===== src/rtl/ser_10b_pkg.sv =====
// Shared definitions for the 10-bit serial transmit stage.
//   SYM_W        : encoded symbol width (fixed at 10)
//   K28_5_RDN/P  : K28.5 comma for RD- / RD+ (idle filler when SER_IDLE_COMMA_EN is defined)
//   FILL_NEUTRAL : balanced filler (5 ones) used when SER_IDLE_COMMA_EN is undefined
//   ones_cnt_t   : ones count of a symbol, 0..10
package ser_10b_pkg;

  localparam int unsigned SYM_W = 10;

  localparam logic [SYM_W-1:0] K28_5_RDN    = 10'h17C;
  localparam logic [SYM_W-1:0] K28_5_RDP    = 10'h283;
  localparam logic [SYM_W-1:0] FILL_NEUTRAL = 10'h155;

  typedef logic [3:0] ones_cnt_t;

endpackage


===== src/rtl/ser_10b_tx_if.sv =====
// Symbol handshake between the 8b/10b encoder and the serializer.
//   data_in    : encoded symbol, bit[0]=a ... bit[9]=j
//   data_valid : data_in is valid
//   data_ready : serializer holding register is empty
// master = encoder side, slave = serializer side.
interface ser_10b_tx_if;
  import ser_10b_pkg::*;

  logic [SYM_W-1:0] data_in;
  logic             data_valid;
  logic             data_ready;

  modport master (
    output data_in,
    output data_valid,
    input  data_ready
  );

  modport slave (
    input  data_in,
    input  data_valid,
    output data_ready
  );
endinterface


===== src/rtl/popcnt_10b.sv =====
// Combinational ones counter for one 10-bit symbol.
//   sym_i  : symbol
//   ones_o : number of set bits, 0..10
module popcnt_10b
  import ser_10b_pkg::*;
(
  input  logic [9:0] sym_i,
  output ones_cnt_t  ones_o
);

  always_comb begin
    ones_o = '0;
    for (int i = 0; i < 10; i++) begin
      ones_o = ones_o + ones_cnt_t'(sym_i[i]);
    end
  end

endmodule


===== src/rtl/ser_10b_tx.sv =====
// Parallel-to-serial transmit stage after the 8b/10b encoder.
// One symbol is accepted into a holding register over the bus handshake and shifted out one bit
// per clk. Every 10 cycles a new frame is loaded from the holding register, or from a filler
// symbol when it is empty (underrun). Running disparity of the sent stream is reported on rd_out.
// Build option: define SER_IDLE_COMMA_EN to use RD-matched K28.5 as filler instead of 10'h155.
// Ports:
//   clk, rst_n  : clock, synchronous active-low reset
//   bus         : slave side of ser_10b_tx_if (data_in / data_valid / data_ready)
//   ser_out     : serial bit stream
//   frame_start : high while ser_out carries the first bit of a frame
//   underrun    : pulse with frame_start when the frame is filler
//   sym_err     : pulse with frame_start when the loaded symbol has not 4, 5 or 6 ones
//   rd_out      : running disparity after the current frame (0 = RD-, 1 = RD+)
module ser_10b_tx #(
  parameter int unsigned SYM_W     = ser_10b_pkg::SYM_W,
  parameter bit          LSB_FIRST = 1'b1
) (
  input  logic          clk,
  input  logic          rst_n,
  ser_10b_tx_if.slave   bus,
  output logic          ser_out,
  output logic          frame_start,
  output logic          underrun,
  output logic          sym_err,
  output logic          rd_out
);
  import ser_10b_pkg::*;

  localparam logic [3:0] LastBit = 4'(SYM_W - 1);

  logic [SYM_W-1:0] hold_q, hold_d;
  logic             hold_valid_q, hold_valid_d;
  logic [SYM_W-1:0] shreg_q, shreg_d;
  logic [3:0]       bit_cnt_q, bit_cnt_d;
  logic             rd_q, rd_d;
  logic             data_ready_q, data_ready_d;
  logic             frame_start_q, frame_start_d;
  logic             underrun_q, underrun_d;
  logic             sym_err_q, sym_err_d;

  logic             load;
  logic             accept;
  logic [SYM_W-1:0] fill_sym;
  logic [SYM_W-1:0] load_sym;
  ones_cnt_t        load_ones;

  assign load   = (bit_cnt_q == LastBit);
  assign accept = bus.data_valid && data_ready_q;

`ifdef SER_IDLE_COMMA_EN
  // K28.5 of the current disparity; its own imbalance flips rd, so idle stays DC balanced.
  assign fill_sym = rd_q ? K28_5_RDP : K28_5_RDN;
`else
  assign fill_sym = FILL_NEUTRAL;
`endif

  assign load_sym = hold_valid_q ? hold_q : fill_sym;

  popcnt_10b u_popcnt (
    .sym_i  (load_sym),
    .ones_o (load_ones)
  );

  always_comb begin
    hold_d        = hold_q;
    hold_valid_d  = hold_valid_q;
    shreg_d       = shreg_q;
    bit_cnt_d     = bit_cnt_q;
    rd_d          = rd_q;
    frame_start_d = 1'b0;
    underrun_d    = 1'b0;
    sym_err_d     = 1'b0;

    if (load) begin
      shreg_d       = load_sym;
      bit_cnt_d     = '0;
      hold_valid_d  = 1'b0;
      frame_start_d = 1'b1;
      underrun_d    = !hold_valid_q;
      case (load_ones)
        4'd6:    rd_d = 1'b1;
        4'd4:    rd_d = 1'b0;
        4'd5:    rd_d = rd_q;
        default: sym_err_d = 1'b1;
      endcase
    end else begin
      bit_cnt_d = bit_cnt_q + 4'd1;
      shreg_d   = LSB_FIRST ? (shreg_q >> 1) : (shreg_q << 1);
    end

    // Accept only happens while hold is empty, so it never collides with a drain.
    if (accept) begin
      hold_d       = bus.data_in;
      hold_valid_d = 1'b1;
    end

    data_ready_d = !hold_valid_d;
  end

  always_ff @(posedge clk) begin
    if (!rst_n) begin
      hold_q        <= '0;
      hold_valid_q  <= 1'b0;
      shreg_q       <= '0;
      bit_cnt_q     <= LastBit;
      rd_q          <= 1'b0;
      data_ready_q  <= 1'b0;
      frame_start_q <= 1'b0;
      underrun_q    <= 1'b0;
      sym_err_q     <= 1'b0;
    end else begin
      hold_q        <= hold_d;
      hold_valid_q  <= hold_valid_d;
      shreg_q       <= shreg_d;
      bit_cnt_q     <= bit_cnt_d;
      rd_q          <= rd_d;
      data_ready_q  <= data_ready_d;
      frame_start_q <= frame_start_d;
      underrun_q    <= underrun_d;
      sym_err_q     <= sym_err_d;
    end
  end

  // Output end of the shift register is itself a flop, so ser_out is registered.
  assign ser_out        = LSB_FIRST ? shreg_q[0] : shreg_q[SYM_W-1];
  assign frame_start    = frame_start_q;
  assign underrun       = underrun_q;
  assign sym_err        = sym_err_q;
  assign rd_out         = rd_q;
  assign bus.data_ready = data_ready_q;

endmodule


===== src/flat_wrapper.sv =====
// flat-port wrapper written by rule: the top's interface ports become plain ports
module ser_10b_tx_flat import ser_10b_pkg::*;
#(
  parameter int unsigned SYM_W     = ser_10b_pkg::SYM_W,
  parameter bit          LSB_FIRST = 1'b1
)
  (clk, rst_n, ser_out, frame_start, underrun, sym_err, rd_out, bus_data_in, bus_data_valid, bus_data_ready);
  ser_10b_tx_if bus_i ();
  input  logic clk;
  input  logic rst_n;
  output logic ser_out;
  output logic frame_start;
  output logic underrun;
  output logic sym_err;
  output logic rd_out;
  input wire logic [$bits(bus_i.data_in)-1:0] bus_data_in;
  input wire logic [$bits(bus_i.data_valid)-1:0] bus_data_valid;
  output wire logic [$bits(bus_i.data_ready)-1:0] bus_data_ready;
  assign bus_i.data_in = bus_data_in;
  assign bus_i.data_valid = bus_data_valid;
  assign bus_data_ready = bus_i.data_ready;
  ser_10b_tx #(.SYM_W(SYM_W), .LSB_FIRST(LSB_FIRST)) u_core (.clk(clk), .rst_n(rst_n), .bus(bus_i), .ser_out(ser_out), .frame_start(frame_start), .underrun(underrun), .sym_err(sym_err), .rd_out(rd_out));
endmodule

===== config.mk =====
export PLATFORM = sky130hd
export DESIGN_NAME = ser_10b_tx_flat
export DESIGN_NICKNAME = d
export VERILOG_FILES = /design/src/rtl/ser_10b_pkg.sv /design/src/rtl/ser_10b_tx_if.sv /design/src/rtl/popcnt_10b.sv /design/src/rtl/ser_10b_tx.sv /design/src/flat_wrapper.sv
export SDC_FILE = /design/constraint.sdc
export NUM_CORES = 1
export LEC_CHECK = 0
export CAP_MARGIN = 20
export CORE_ASPECT_RATIO = 0.75
export CORE_MARGIN = 2
export CORE_UTILIZATION = 40
export DETAILED_ROUTE_END_ITERATION = 16
export PLACE_DENSITY = 0.74
export SLEW_MARGIN = 30
export SYNTH_ARGS = -nofsm -noshare
export SYNTH_HDL_FRONTEND = slang
export SYNTH_SLANG_ARGS = --single-unit

===== constraint.sdc =====
create_clock -name clk -period 3.6 [get_ports clk]
set_clock_uncertainty 0.1 [all_clocks]
set_input_delay 0.72 -clock clk [delete_from_list [all_inputs] [get_ports clk]]
set_output_delay 0.72 -clock clk [all_outputs]
set_load 0.02 [all_outputs]

==> run summary, run 1 <==
Mux share of post-synthesis cell area: 0.007326
Syn Nets: 170
Max stage delay on crit path: 0.56 ns
Worst setup margin: 0.09066 ns
Endpoint with the worst hold slack: u_core.shreg_q[5]
Total power: 0.9749 mW
Worst slack, placed: -0.1231 ns
Total negative slack: 0 ns
Global-route wire length before repair: 4367 um
GRT overflow: 0
GRT Util Overall: 0.1516
Worst-case clock buffer depth: 2
Fin util: 0.5247
Synth Area in Compound Gates: 0.1419
R2R Setup Slk: 0.09 ns
Fin crit period: 3.509 ns
Hold path depth: 2
Slew Viols, Final: 0
Sw Share: 0.2772
RSZ-0062 raised after global routing: yes
CTS tree: built
Initial cell density of the core: 0.4155
Layout Nets: 193
Vias in the first global route: 994
MaxCap Viol Count: 0
Post-Synth XOR/XNOR Area: 0.006410
Max H-tree Level: 2
CP max-delay cell: fa_1
CP max FO: 7
DRT antenna net count: 0
Critical path class: reg2reg
Vias/cell: 4.858
Crit path max-delay family: adder cells
PwrDens: 565.0 nW/um^2
Die Y: 54.62 um
Sequential element share of the synthesized area: 0.4396
Simple-Gate Fraction of Synth Area: 0.2353
CTS Hold Buffers Added: 0
Placed instance count: 203
Reg2reg end: u_core.rd_out
Clk_lat worst skew: 0.28 ns
Most common cell on crit path: fa_1
Via count: 1025
Hold_sp: u_core.shreg_q[6]
Data required, critical path: 3.70 ns
# diodes: 0
Die W: 71.49 um
CP startpoint kind: flop
Layout Cells excl Fill: 211
Switch Pwr: 0.2703 mW
Final period utilization: 0.9748
DR iter-0 viols: 25
I/O pins: 19
Port Buffers: 18
Slew HR: 0.4385
Critical-path cell list: nor2b_4 > fa_1 > fa_1 > fa_1 > inv_1 > ha_2 > inv_1 > fa_2 > nand2b_4 > a211o_1 > a21oi_2 > mux2i_1
Combinational power share: 0.263
Area Overhead vs Synth: 26.28%
Clock transition at the registers of the reported paths: 0.06 ns
Peak supply drop: 284.3 uV
Final setup viols: 0
FF-to-FF Start: u_core.hold_valid_q
DP Area: 1592 sq um
Netlist cell types: 29
Final RePlAce weighted congestion: 0.8314
Final Hold Viols: 0
Core area: 3288 sq um
Outcome: complete, no violations
Die area: 3904 sq um
Leakage power: 0.6948 nW
Buffers & Inverters on Critical Path: 2
Worst hold slack: 0.3454 ns
Adder-cell share of the synthesized area: 0.1245
Root Buffer: clkbuf_8
FMAX: 0.2850 GHz
Final instance area: 1725 sq um
Initial antenna violation count: 0
Pre-antenna DRT Iters: 4
Worst-Margin Slew: 0.8396 ns
Largest family of logic cells by synthesized area: simple AND/OR/NAND/NOR gates
Ys Warns: 0
Clock sinks: 30
Layout cells sized above 1: 0.1228
Num CTS Buffers: 5
Cells after synthesis: 147
Worst reg2reg path depth: 12
Internal power: 0.7046 mW
Routed WL: 2592 um
Setup Buffers After CTS: 0
Hold/Removal Path Class: reg2reg
Power share of the clock group: 0.331
Syn Std Cell Area: 1366 sq um
Post-DP HPWL: 2027 um
Syn avg cell area: 9.295 sq um
#FFs+latches synth: 30
Pin count of the biggest net entering global routing: 28
Crit. End Element: flop
CP arrival: 3.61 ns
Avg WL per Cell: 12.28 um
Sequential Power Share: 0.405
Rows: 18
# DRC: 0
-- worst min-delay path, stage by stage, from the launching register on --
cell and delay (ns):
dfxtp_1 0.30, nand2_1 0.05, a21boi_1 0.05
-- power groups by stage --
| stage | Clock, mW | Combinational [mW] | Sequential, mW |
|---|---|---|---|
| final | 0.323 | 0.257 | 0.395 |
| after floorplan | 0 | 0.164 | 0.410 |
| after detailed placement | 0 | 0.251 | 0.402 |
| after global placement | 0 | 0.239 | 0.398 |
| after global routing | 0.344 | 0.288 | 0.399 |
| after CTS | 0.332 | 0.253 | 0.395 |
-- sequential cells by signal (all words and copies together), names as in the netlist --
name,cells
u_core.frame_start,1
u_core.hold_valid_q,1
u_core.bus.data_ready,1
u_core.underrun,1
u_core.sym_err,1
u_core.hold_q,10
u_core.shreg_q,10
u_core.rd_out,1
u_core.bit_cnt_q,4
-- cell usage after synthesis (all sizes together) --
cell type / number / share of area
mux2i: 1 / 0.0073
dfxtp: 30 / 0.44
nand3b: 1 / 0.015
nor3b: 1 / 0.0055
nand2b: 5 / 0.023
xnor2: 1 / 0.0064
and2: 3 / 0.014
ha: 4 / 0.037
inv: 7 / 0.019
nor2b: 5 / 0.023
a21boi: 14 / 0.077
a211o: 1 / 0.0064
o21ai: 2 / 0.0073
buf: 4 / 0.019
fa: 6 / 0.088
o211ai: 1 / 0.0055
nand3: 6 / 0.022
a21oi: 3 / 0.016
nand2: 38 / 0.11
o211a: 4 / 0.029
nor2: 8 / 0.027
clkbuf: 2 / 0.0064
-- layer usage --
layer	up-vias	part of all wire	GRT usage
met3	8	0.059	0.04788
met2	31	0.46	0.2562
met5	-	0	0
met1	466	0.46	0.1783
li1	520	-	-
met4	0	0.020	0.07547
-- worst max-delay path by stage --
| stage | from | to | cells after the start |
|---|---|---|---|
| after floorplan | u_core.hold_valid_q | u_core.rd_out | 13 |
| after global placement | u_core.hold_valid_q | u_core.rd_out | 12 |
| after detailed placement | u_core.hold_valid_q | u_core.rd_out | 12 |
| after CTS | u_core.hold_valid_q | u_core.rd_out | 13 |
| after global routing | u_core.hold_valid_q | u_core.rd_out | 12 |
| final | u_core.hold_valid_q | u_core.rd_out | 12 |
-- area by class of cell --
class	instances	area (sq um)
Sequential cell	30	604.3
Timing Repair Buffer	22	214.0
Clock inverter	1	30.03
Fill cell	301	1563
Inverter	7	26.28
Clock buffer	7	76.32
Multi-Input combinational cell	104	724.4
Tap cell	40	50.05
-- logic make-up (layout without fill, tap and decap cells) --
group / Yosys count / in the layout
fa+ha+maj: 10 / 10
xor+xnor: 1 / 1
simple gates: 67 / 67
compound gates: 25 / 25
buf+inv: 13 / 37
mux: 1 / 1
flops: 30 / 30
-- timing repair --
action,CTS,global route
endpoints found under the hold margin,0,0
resized for setup,4,4
setup endpoints to repair,1,1
-- layout by cell type, fill, tap and decap left out, types with 4 or more instances in the layout --
master / n
nor2b_1: 4
fa_1: 5
dfxtp_1: 29
clkbuf_8: 5
nor2_1: 7
o211a_1: 4
nand2_1: 37
a21boi_1: 14
nand3_1: 6
clkdlybuf4s50_1: 18
nand2b_1: 4
inv_1: 6
No activity file was read; power rests on OpenSTA's default activity.
==> run 2, diff against run 1 <==
Settings changed: ABC_CLOCK_PERIOD_IN_PS from default to 3600, CORE_ASPECT_RATIO 0.75 to 1.2.
==> run 2 against run 1 <==
Critical path depth is 1 higher. Register-to-register slack lost 0.07 ns. Design area rose by 2.7%. Die area hardly changed. Sequential power about the same. Routed wire length decreased by 0.69%.
==> run summary, run 2 (synthesis gave the netlist of run 1 again) <==
Outcome: complete, no violations (unchanged)
# diodes: 0 (unchanged)
Critical path class: reg2reg (unchanged)
Commonest non-fill, non-tap cell in the layout: nand2_1 (unchanged)
PwrDens: 558.2 nW/um^2 (was 565.0 nW/um^2)
Layout cells sized above 1: 0.1714 (was 0.1228)
CP max FO: 6 (was 7)
Global-route wire length before repair: 4443 um (was 4367 um)
CP startpoint kind: flop (unchanged)
Avg WL per Cell: 12.14 um (was 12.28 um)
Hold/Removal Path Class: reg2reg (unchanged)
Port Buffers: 18 (unchanged)
Placed instance count: 200 (was 203)
Final Hold Viols: 0 (unchanged)
Routed WL: 2574 um (was 2592 um)
Root Buffer: clkbuf_8 (unchanged)
Core area: 3309 sq um (was 3288 sq um)
Area Overhead vs Synth: 29.67% (was 26.28%)
Peak supply drop: 347.9 uV (was 284.3 uV)
Worst setup margin: 0.02102 ns (was 0.09066 ns)
I/O pins: 19 (unchanged)
Clock sinks: 30 (unchanged)
DR iter-0 viols: 31 (was 25)
Final period utilization: 0.9942 (was 0.9748)
RSZ-0062 raised after global routing: yes (unchanged)
GRT Util Overall: 0.1511 (was 0.1516)
Layout Nets: 197 (was 193)
Leakage power: 0.7228 nW (was 0.6948 nW)
CTS Hold Buffers Added: 0 (unchanged)
Vias/cell: 4.934 (was 4.858)
Final setup viols: 0 (unchanged)
CP arrival: 3.69 ns (was 3.61 ns)
Die Y: 68.02 um (was 54.62 um)
Num CTS Buffers: 5 (unchanged)
Pin count of the biggest net entering global routing: 28 (unchanged)
Fin util: 0.5354 (was 0.5247)
Die W: 57.35 um (was 71.49 um)
GRT overflow: 0 (unchanged)
Regs by FF count: u_core.hold_q: 10 flops, u_core.shreg_q: 10 flops, u_core.bit_cnt_q: 4 flops (unchanged)
Via count: 1046 (was 1025)
Fin crit period: 3.579 ns (was 3.509 ns)
Worst slack, placed: -0.1526 ns (was -0.1231 ns)
Clk_lat worst skew: 0.28 ns (about the same)
Data required, critical path: 3.71 ns (was 3.70 ns)
MaxCap Viol Count: 0 (unchanged)
Initial cell density of the core: 0.4129 (was 0.4155)
Crit. End Element: flop (unchanged)
Worst-case clock buffer depth: 2 (unchanged)
FILL cells: 284 (was 301)
Worst-Margin Slew: 0.8181 ns (was 0.8396 ns)
Most frequent cells in the layout: nand2_1 (36), dfxtp_1 (29), clkdlybuf4s50_1 (18) (was nand2_1 (37), dfxtp_1 (29), clkdlybuf4s50_1 (18))
Pre-antenna DRT Iters: 4 (unchanged)
Slew HR: 0.4529 (was 0.4385)
DRT antenna net count: 0 (unchanged)
Max H-tree Level: 2 (unchanged)
Layout Cells excl Fill: 212 (was 211)
Final RePlAce weighted congestion: 0.8109 (was 0.8314)
# DRC: 0 (unchanged)
Vias in the first global route: 1054 (was 994)
Slew Viols, Final: 0 (unchanged)
Post-DP HPWL: 1924 um (was 2027 um)
Initial antenna violation count: 0 (unchanged)
CTS tree: built (unchanged)
Rows: 23 (was 18)
Clock transition at the registers of the reported paths: 0.06 ns (about the same)
Die area: 3901 sq um (was 3904 sq um)
FMAX: 0.2794 GHz (was 0.2850 GHz)
run 2: critical path: stages, from the launching register on:
cell and delay (ns):
dfxtp_4 0.36, buf_6 0.11, nor2b_4 0.12, fa_1 0.52
fa_1 0.44, fa_1 0.48, inv_2 0.09, ha_4 0.13
inv_2 0.04, fa_2 0.36, nand2b_4 0.15, a211o_1 0.30
a21oi_2 0.12, mux2i_1 0.18
run 2: layout make-up:
| cell class | count | area (sq um) | share of cell area |
|---|---|---|---|
| flip-flops and latches | 30 | 604.3 | 0.3411 |
| inverters | 7 | 26.28 | 0.01483 |
| repair buffers | 26 | 247.7 | 0.1398 |
| well taps | 37 | 46.29 | 0.02613 |
| clock buffers | 8 | 110.1 | 0.06215 |
| multi-input cells | 104 | 737.0 | 0.4160 |
run 2: through the flow:
| step | total power [mW] | instance area, sq um | TNS, ns | hold slack, ns |
|---|---|---|---|---|
| 2_1_floorplan | 0.5741 | 1366 | 0 | 0.3206 |
| 3_3_place_gp | 0.6357 | 1588 | 0 | 0.3290 |
| 3_5_place_dp | 0.6496 | 1588 | -0.1526 | 0.3365 |
| 4_1_cts | 0.9664 | 1709 | 0 | 0.3449 |
| 5_1_grt | 1.047 | 1772 | -0.1298 | 0.3730 |
| 6_report | 0.9889 | 1772 | 0 | 0.3395 |
run 2: path summary, 6_finish.rpt:
kind                            start                 to  slack (ns)  depth (start not counted)
setup reg to reg  u_core.hold_valid_q      u_core.rd_out        0.02                         13
setup / recovery  u_core.hold_valid_q      u_core.rd_out        0.02                         13
hold reg to reg     u_core.shreg_q[2]  u_core.shreg_q[1]        0.34                          2
hold / removal      u_core.shreg_q[2]  u_core.shreg_q[1]        0.34                          2
run 2: report_power, final:
group	switching [mW]	internal (mW)
clock	0.123	0.193
sequential	0.0210	0.372
combinational	0.140	0.140
total	0.284	0.705
run 2: per-layer routing:
layer  track usage  up-vias  wire length (um)
met5             0        -                 0
met1        0.1649      492              1101
met2        0.2727       26              1320
li1              -      525                 -
met3       0.05104        3               122
met4       0.05233        0                29
run 2: repair_timing:
| action | 4_1_cts | 5_1_grt |
|---|---|---|
| endpoints found under the hold margin | 0 | 0 |
| endpoints found under the setup margin | 1 | 1 |
| gates resized for setup | 4 | 9 |
| pin swaps | 0 | 6 |
| setup buffers | 0 | 4 |
==> run 3, diff against run 2 <==
Settings changed: ABC_CLOCK_PERIOD_IN_PS 3600 to 3300, PLACE_DENSITY 0.74 to 0.71.
Clock period 3.6 ns to 3.3 ns, I/O delays scaled along.
==> run 3 against run 2 <==
The run now ends with negative setup slack left. Critical endpoint unchanged. Via count shrank 1.4%. Combinational power rose by 6%. Final cell count grew 0.94%. Worst setup slack worse by 0.15 ns. Register-to-register slack worse by 0.15 ns.
==> run summary, run 3 (synthesis gave the netlist of run 1 again) <==
Final RePlAce weighted congestion: 0.8823 (was 0.8109)
Max H-tree Level: 2 (unchanged)
Rows: 23 (unchanged)
Grt met1 use: 0.1817 (was 0.1649)
FMAX: 0.2919 GHz (was 0.2794 GHz)
FF-to-FF Start: u_core.hold_valid_q (unchanged)
Num CTS Buffers: 5 (unchanged)
Layout Nets: 199 (was 197)
# diodes: 0 (unchanged)
Peak supply drop: 317.0 uV (was 347.9 uV)
Hold_sp: u_core.shreg_q[4] (was u_core.shreg_q[2])
Regs by FF count: u_core.hold_q: 10 flops, u_core.shreg_q: 10 flops, u_core.bit_cnt_q: 4 flops (unchanged)
Clk_lat worst skew: 0.28 ns (about the same)
Worst hold slack: 0.3375 ns (was 0.3395 ns)
R2R Setup Slk: -0.13 ns (was 0.02 ns)
Vias/cell: 4.818 (was 4.934)
Final setup viols: 1 (was 0)
Pre-antenna DRT Iters: 4 (unchanged)
DP Area: 1639 sq um (was 1588 sq um)
PwrDens: 602.0 nW/um^2 (was 558.2 nW/um^2)
Failing checks: negative setup slack
Commonest non-fill, non-tap cell in the layout: nand2_1 (unchanged)
Critical-path cell list: nor2b_4 > fa_1 > fa_1 > fa_1 > inv_1 > ha_2 > inv_2 > fa_2 > nand2b_4 > a211o_1 > a21oi_2 > mux2i_1 (was buf_6 > nor2b_4 > fa_1 > fa_1 > fa_1 > inv_2 > ha_4 > inv_2 > fa_2 > nand2b_4 > a211o_1 > a21oi_2 > mux2i_1)
CTS tree: built (unchanged)
Avg WL per Cell: 12.43 um (was 12.14 um)
Final instance area: 1773 sq um (was 1772 sq um)
Outcome: complete, but fails checks (was complete, no violations)
Critical path class: reg2reg (unchanged)
Global-route wire length before repair: 4705 um (was 4443 um)
Storage element area: 604.3 sq um (unchanged)
GRT overflow: 0 (unchanged)
Pin count of the biggest net entering global routing: 28 (unchanged)
CP startpoint kind: flop (unchanged)
DRT antenna net count: 0 (unchanged)
Clock sinks: 30 (unchanged)
Endpoint with the worst hold slack: u_core.shreg_q[3] (was u_core.shreg_q[1])
Die W: 57.35 um (unchanged)
Die area: 3901 sq um (unchanged)
CP arrival: 3.54 ns (was 3.69 ns)
Busiest grt layer: met2 (unchanged)
DR iter-0 viols: 24 (was 31)
Routed WL: 2661 um (was 2574 um)
Max stage delay on crit path: 0.57 ns (was 0.52 ns)
Most frequent cells in the layout: nand2_1 (36), dfxtp_1 (29), clkdlybuf4s50_1 (18) (unchanged)
Crit. End Element: flop (unchanged)
Worst-Margin Slew: 0.8434 ns (was 0.8181 ns)
Worst reg2reg path depth: 12 (was 13)
Initial antenna violation count: 0 (unchanged)
GRT Util Overall: 0.1636 (was 0.1511)
FILL cells: 297 (was 284)
# DRC: 0 (unchanged)
Final period utilization: 1.038 (was 0.9942)
Clock transition at the registers of the reported paths: 0.06 ns (about the same)
Most common cell on crit path: fa_1 (unchanged)
Vias in the first global route: 1051 (was 1054)
GRT met2 Usage: 0.2798 (was 0.2727)
CP max-delay cell: fa_1 (unchanged)
Slew Viols, Final: 0 (unchanged)
CP max FO: 8 (was 6)
Hold path depth: 2 (unchanged)
Post-DP HPWL: 2059 um (was 1924 um)
Worst setup margin: -0.1256 ns (was 0.02102 ns)
Reg2reg end: u_core.rd_out (unchanged)
Initial cell density of the core: 0.4129 (unchanged)
Core area: 3309 sq um (unchanged)
Final Hold Viols: 0 (unchanged)
Multi-input combinational cell area: 730.7 sq um (was 737.0 sq um)
Die Y: 68.02 um (unchanged)
Fin crit period: 3.426 ns (was 3.579 ns)
Worst-case clock buffer depth: 2 (unchanged)
Hold/Removal Path Class: reg2reg (unchanged)
Leakage power: 0.7311 nW (was 0.7228 nW)
Port Buffers: 18 (unchanged)
Area Overhead vs Synth: 29.76% (was 29.67%)
Data required, critical path: 3.41 ns (was 3.71 ns)
Slew HR: 0.4360 (was 0.4529)
Root Buffer: clkbuf_8 (unchanged)
MaxCap Viol Count: 0 (unchanged)
GR Layer Usage met3: 0.05104 (unchanged)
Via count: 1031 (was 1046)
RSZ-0062 raised after global routing: yes (unchanged)
I/O pins: 19 (unchanged)
Layout cells sized above 1: 0.1808 (was 0.1714)
-- run 3: how the worst max path moves through the flow --
stage | endpoint | start | slack [ns]
6_report | u_core.rd_out | u_core.hold_valid_q | -0.13
5_1_grt | u_core.rd_out | u_core.hold_valid_q | -0.27
4_1_cts | u_core.rd_out | u_core.hold_valid_q | -0.18
3_5_place_dp | u_core.rd_out | u_core.hold_valid_q | -0.28
3_3_place_gp | u_core.rd_out | u_core.hold_valid_q | -0.05
2_1_floorplan | u_core.rd_out | u_core.hold_valid_q | -0.11
-- run 3: metal layers --
metal,up-vias,part of all wire
li1,531,-
met2,20,0.51
met3,5,0.045
met4,0,0.024
met5,-,0
met1,475,0.42
-- run 3: cell type report --
cell class / count / area share
Clock buffer: 8 / 0.06210
Inverter: 7 / 0.01482
Multi-Input combinational cell: 104 / 0.4121
Sequential cell: 30 / 0.3409
Tap cell: 37 / 0.02611
Timing Repair Buffer: 28 / 0.1440
-- run 3: where the power goes --
part | internal, mW | total [mW] | leakage [nW] | switching, mW
logic | 0.146 | 0.297 | 0.427 | 0.151
registers | 0.406 | 0.429 | 0.247 | 0.0226
clock network | 0.210 | 0.341 | 0.0575 | 0.131
-- run 3: worst max-delay path, delay by kind of cell (launching register included) --
kind / cells / cell delay [ns]
compound gates: 2 / 0.38
mux: 1 / 0.17
flops: 1 / 0.37
buf+inv: 2 / 0.11
fa+ha+maj: 5 / 1.94
simple gates: 2 / 0.29
-- run 3: per-stage QoR --
step | setup TNS [ns] | power, mW | setup slack (ns) | utilization | instances
global placement | -0.05282 | 0.7058 | -0.05282 | 0.4953 | 205
detailed placement | -0.3027 | 0.7237 | -0.2751 | 0.4953 | 205
CTS | -0.1813 | 1.071 | -0.1813 | 0.5316 | 213
global route | -0.2745 | 1.138 | -0.2745 | 0.5357 | 214
finish | -0.1256 | 1.067 | -0.1256 | 0.5357 | 214
floorplan | -0.1052 | 0.6344 | -0.1052 | - | 147
-- run 3: what timing repair did --
| action | CTS | global route |
|---|---|---|
| endpoints found under the setup margin | 2 | 2 |
| resized for setup | 3 | 4 |
| setup buffers | 0 | 1 |
| pin swaps | 0 | 1 |
| hold buffers | 0 | 0 |
